### src/rtl/decoder_code_sequencer_if.sv
// Control/status bundle between a sequencer user (master) and decoder_code_sequencer (slave).
interface decoder_code_sequencer_if #(
  parameter int unsigned DIV_W = 8
);
  logic             start;
  logic             stop;
  logic             dir;
  logic             load;
  logic [1:0]       load_val;
  logic [DIV_W-1:0] div;
  logic [1:0]       code;
  logic             step;
  logic             wrap;
  logic             busy;

  modport master (
    output start, stop, dir, load, load_val, div,
    input  code, step, wrap, busy
  );

  modport slave (
    input  start, stop, dir, load, load_val, div,
    output code, step, wrap, busy
  );
endinterface

### src/rtl/decoder_code_sequencer.sv
// Prescaled 2-bit up/down code stepper feeding a downstream 2-to-4 decoder.
// All outputs come straight from flops.
module decoder_code_sequencer #(
  parameter int unsigned DIV_W = 8
) (
  input  logic                     clk,
  input  logic                     rst_n,
  decoder_code_sequencer_if.slave  bus
);

  localparam int unsigned CODE_W = 2;

  typedef enum logic {
    IDLE = 1'b0,
    RUN  = 1'b1
  } state_t;

  state_t            state_q, state_d;
  logic [DIV_W-1:0]  presc_q, presc_d;
  logic [CODE_W-1:0] code_q,  code_d;
  logic              step_q,  step_d;
  logic              wrap_q,  wrap_d;
  logic              busy_q,  busy_d;
  logic              terminal_c;

  // Magnitude test so a shrinking divisor never forces a full counter wrap.
  assign terminal_c = (presc_q >= bus.div);

  // Next-state, prescaler, code and pulse generation.
  always_comb begin
    state_d = state_q;
    presc_d = presc_q;
    code_d  = code_q;
    step_d  = 1'b0;
    wrap_d  = 1'b0;

    case (state_q)
      IDLE: begin
        if (bus.start && !bus.stop) begin
          state_d = RUN;
          presc_d = '0;
        end
      end
      RUN: begin
        if (bus.stop) begin
          state_d = IDLE;
        end else if (!bus.load) begin
          if (terminal_c) begin
            presc_d = '0;
            step_d  = 1'b1;
            if (bus.dir) begin
              code_d = code_q - CODE_W'(1);
              wrap_d = (code_q == '0);
            end else begin
              code_d = code_q + CODE_W'(1);
              wrap_d = (code_q == '1);
            end
          end else begin
            presc_d = presc_q + DIV_W'(1);
          end
        end
      end
    endcase

    // Load overrides any coincident step but leaves the state transition intact.
    if (bus.load) begin
      code_d  = bus.load_val;
      presc_d = '0;
      step_d  = 1'b0;
      wrap_d  = 1'b0;
    end

    busy_d = (state_d == RUN);
  end

  // State and datapath registers.
  always_ff @(posedge clk or negedge rst_n) begin
    if (!rst_n) begin
      state_q <= IDLE;
      presc_q <= '0;
      code_q  <= '0;
      step_q  <= 1'b0;
      wrap_q  <= 1'b0;
      busy_q  <= 1'b0;
    end else begin
      state_q <= state_d;
      presc_q <= presc_d;
      code_q  <= code_d;
      step_q  <= step_d;
      wrap_q  <= wrap_d;
      busy_q  <= busy_d;
    end
  end

  assign bus.code = code_q;
  assign bus.step = step_q;
  assign bus.wrap = wrap_q;
  assign bus.busy = busy_q;

endmodule

### src/flat_wrapper.sv
// flat-port wrapper written by rule: the top's interface ports become plain ports
module decoder_code_sequencer_flat 
#(
  parameter int unsigned DIV_W = 8
)
  (clk, rst_n, bus_start, bus_stop, bus_dir, bus_load, bus_load_val, bus_div, bus_code, bus_step, bus_wrap, bus_busy);
  decoder_code_sequencer_if #(.DIV_W(DIV_W)) bus_i ();
  input  logic clk;
  input  logic rst_n;
  input wire logic [$bits(bus_i.start)-1:0] bus_start;
  input wire logic [$bits(bus_i.stop)-1:0] bus_stop;
  input wire logic [$bits(bus_i.dir)-1:0] bus_dir;
  input wire logic [$bits(bus_i.load)-1:0] bus_load;
  input wire logic [$bits(bus_i.load_val)-1:0] bus_load_val;
  input wire logic [$bits(bus_i.div)-1:0] bus_div;
  output wire logic [$bits(bus_i.code)-1:0] bus_code;
  output wire logic [$bits(bus_i.step)-1:0] bus_step;
  output wire logic [$bits(bus_i.wrap)-1:0] bus_wrap;
  output wire logic [$bits(bus_i.busy)-1:0] bus_busy;
  assign bus_i.start = bus_start;
  assign bus_i.stop = bus_stop;
  assign bus_i.dir = bus_dir;
  assign bus_i.load = bus_load;
  assign bus_i.load_val = bus_load_val;
  assign bus_i.div = bus_div;
  assign bus_code = bus_i.code;
  assign bus_step = bus_i.step;
  assign bus_wrap = bus_i.wrap;
  assign bus_busy = bus_i.busy;
  decoder_code_sequencer #(.DIV_W(DIV_W)) u_core (.clk(clk), .rst_n(rst_n), .bus(bus_i));
endmodule
### config.mk
export PLATFORM = sky130hd
export DESIGN_NAME = decoder_code_sequencer_flat
export DESIGN_NICKNAME = d
export VERILOG_FILES = /design/src/rtl/decoder_code_sequencer_if.sv /design/src/rtl/decoder_code_sequencer.sv /design/src/flat_wrapper.sv
export SDC_FILE = /design/constraint.sdc
export NUM_CORES = 1
export LEC_CHECK = 0
export ABC_AREA = 0
export BUFFER_PORTS_ARGS = -buffer_cell sky130_fd_sc_hd__buf_2
export CORE_UTILIZATION = 46
export DETAILED_ROUTE_END_ITERATION = 6
export PLACE_DENSITY = 0.72
export SYNTH_ARGS = -nofsm -noshare
export SYNTH_HDL_FRONTEND = slang
export SYNTH_SLANG_ARGS = --single-unit
### constraint.sdc
create_clock -name clk -period 2.05 [get_ports clk]
set_input_delay 0.205 -clock clk [delete_from_list [all_inputs] [get_ports clk]]
set_output_delay 0.205 -clock clk [all_outputs]
set_load 0.05 [all_outputs]
==> impl_metrics.env <==
export IMPL_placed_cell_area_um2=1016
export IMPL_dp_cells=144
export IMPL_die_area_um2=2043
export IMPL_hp_start="bus_load_val[0]"
export IMPL_fin_cells=150
export IMPL_port_buffers=20
export IMPL_first_iter_violations=8
export IMPL_p_leak_nw=0.5651
export IMPL_fillers=165
export IMPL_viasPerCell=5.133
export IMPL_fin_skew_ns=0.001154
export IMPL_die_x_um=45.20
export IMPL_cap_viol_max_count=0
export IMPL_min_path_type="in2reg"
export IMPL_clkSinkCount=13
export IMPL_initial_utilization=0.4918
export IMPL_grt_usage=0.1961
export IMPL_synthCells=96
export IMPL_fin_area_um2=1085
export IMPL_grt_setup_unrepaired="yes"
export IMPL_synth_edff_count=0
export IMPL_yosys_warnings=0
export IMPL_antenna_found_initial=0
export IMPL_cp_arrival_ns=2.25
export IMPL_ant_nets=0
export IMPL_period_needed_ns=2.038
export IMPL_cts_path_max_buffers=2
export IMPL_fin_crit_sh=0.9942
export IMPL_std_cell_rows=15
export IMPL_wirelength_mm=1.734
export IMPL_grt_max_degree=14
export IMPL_yosysTopAreaCell="dfrtp_1"
export IMPL_diodes=0
export IMPL_drc_errors=0
export IMPL_core_area_um2=1745
export IMPL_crit_start="u_core.presc_q[0]$_DFFE_PN0P_"
export IMPL_endpoint_kind="flip-flop"
export IMPL_synthDominantCellAreaShare=0.3790
export IMPL_clk_latency_ns=0.27
export IMPL_status="completed"
export IMPL_drive_above_1_share=0.3040
export IMPL_grt_pass1_wl_mm=2.835
export IMPL_synth_nets=121
export IMPL_gp_congestion=0.7521
export IMPL_rrSetupSlack_ns=0.01
export IMPL_pwr_density_cell_nw_per_um2=502.1
export IMPL_clk_transition_reported_paths_ns=0.08
export IMPL_grt_pass1_vias=695
export IMPL_rr_worst_depth=7
export IMPL_hold_violations=0
export IMPL_r2r_start="u_core.presc_q[0]$_DFFE_PN0P_"
export IMPL_finalNetCount=151
export IMPL_synth_cell_types=32
export IMPL_syn_to_final_growth_pct=26.38
export IMPL_drv_slew=0
export IMPL_final_setup_viol_count=0
export IMPL_synth_area_leaders="dfrtp_1 (38%), ha_1 (13%), inv_1 (4.8%), a21oi_1 (4.1%), o21ai_0 (4.1%)"
export IMPL_fmax_ghz=0.4907
export IMPL_wl_per_cell_um=11.56
export IMPL_grt_overflow=0
export IMPL_synth_area_um2=858.3
export IMPL_ir_worst_vdd_v=0.0003031
export IMPL_critical_path_startpoint_type="flip-flop"
export IMPL_slew_headroom=0.7565
export IMPL_cts_made_buffers=3
export IMPL_htreeDepth=1
export IMPL_synth_seq_cells=13
export IMPL_avgSynthCellArea_um2=8.941
export IMPL_synth_seq_area_share=0.3790
export IMPL_crit_end="u_core.presc_q[3]$_DFFE_PN0P_"
export IMPL_drtPass1Iterations=4
export IMPL_synth_commonest_cells="dfrtp_1 (13), inv_1 (11), ha_1 (9)"
export IMPL_yosys_most_used_dff="dfrtp_1"
export IMPL_final_util=0.6215
export IMPL_tightest_slew_ns=0.3653
export IMPL_cts_root_buffer="clkbuf_4"
export IMPL_io_pins=21
export IMPL_async_flop_share=1.000
export IMPL_dpl_hpwl_mm=1.405
export IMPL_setup_worst_path_class="reg2reg"
export IMPL_cp_max_fo=8
export IMPL_yosysMostFrequentCell="dfrtp_1"
export IMPL_cts_tree="done"
export IMPL_timing_rr_end="u_core.presc_q[3]$_DFFE_PN0P_"
export IMPL_worstPathRequired_ns=2.26
export IMPL_fp_dieH_um=45.20
export IMPL_num_vias=770
## power breakdown
group          internal (mW)  total, mW  switching (mW)
clock                 0.0752      0.156          0.0811
sequential             0.263      0.271         0.00803
combinational         0.0520      0.117          0.0654
## per-stage QoR
step,setup slack (ns),hold slack (ns),total power [mW],setup TNS [ns]
global route,-0.09403,0.1703,0.5775,-0.4306
finish,0.01196,0.1765,0.5446,0
global placement,-0.01483,0.1002,0.3790,-0.01925
detailed placement,-0.06032,0.1010,0.3836,-0.1958
floorplan,0.04076,-0.09059,0.3418,0
CTS,-0.04426,0.1748,0.5453,-0.1701
## layer usage
| layer | part of all wire | GRT usage |
|---|---|---|
| met3 | 0.032 | 0.02800 |
| met2 | 0.49 | 0.3304 |
| met1 | 0.46 | 0.2462 |
| met4 | 0.014 | 0.09091 |
| met5 | 0 | 0 |
## sequential cells by signal, indices dropped and copies added (netlist names)
| signal | count |
|---|---|
| u_core.bus.code | 2 |
| u_core.bus.step | 1 |
| u_core.bus.wrap | 1 |
| u_core.presc_q | 8 |
| u_core.state_q | 1 |
## timing repair
item	4_1_cts	5_1_grt
pin swaps	6	5
buffers inserted	0	1
hold buffers	1	0
setup endpoints to repair	5	10
resized for setup	6	2
endpoints found under the hold margin	13	0
## cell families (layout without fill, tap and decap cells)
family | Yosys count | in the layout | share of synthesized area
multiplexers | 2 | 2 | 0.02478
AND/OR/NAND/NOR | 34 | 34 | 0.2085
flip-flops | 13 | 13 | 0.3790
AO/OA/AOI/OAI | 25 | 25 | 0.1939
XOR/XNOR | 1 | 1 | 0.01021
adder cells (fa/ha/maj) | 9 | 9 | 0.1312
buffers and inverters | 12 | 41 | 0.05247
## cells in the final DEF (no fill, tap or decap), drive strengths merged, types with 2 or more instances in the layout
cell,n
o21ai,8
nand2b,2
nor3,2
buf,25
ha,9
clkbuf,4
a2111o,2
dfrtp,13
or2,2
a22o,3
nor2,8
nor2b,4
a21oi,7
and3,2
inv,11
nand2,8
nand3,2
## worst min path at each step
stage	slack [ns]	depth (start not counted)	to
finish	0.18	2	u_core.bus.code[0]$_DFFE_PN0P_
global route	0.17	2	u_core.bus.code[0]$_DFFE_PN0P_
CTS	0.17	2	u_core.bus.code[0]$_DFFE_PN0P_
detailed placement	0.10	1	u_core.presc_q[1]$_DFFE_PN0P_
global placement	0.10	1	u_core.presc_q[1]$_DFFE_PN0P_
floorplan	-0.09	0	u_core.bus.code[0]$_DFFE_PN0P_
## critical path, stage by stage, from the launching register on
cell      delay, ns
dfrtp_1        0.39
inv_2          0.08
ha_4           0.19
nand2b_4       0.12
a2111o_1       0.37
a2111o_1       0.51
o21ai_1        0.17
a22o_1         0.14
## cell type report
class	count	area [um2]	share of cell area
Tap cell	25	31.28	0.02884
Timing Repair Buffer	26	147.6	0.1361
Clock buffer	4	26.28	0.02422
Inverter	11	41.29	0.03806
Sequential cell	13	325.3	0.2999
Multi-Input combinational cell	71	513.0	0.4729
Power figures use the tool's default switching activity.
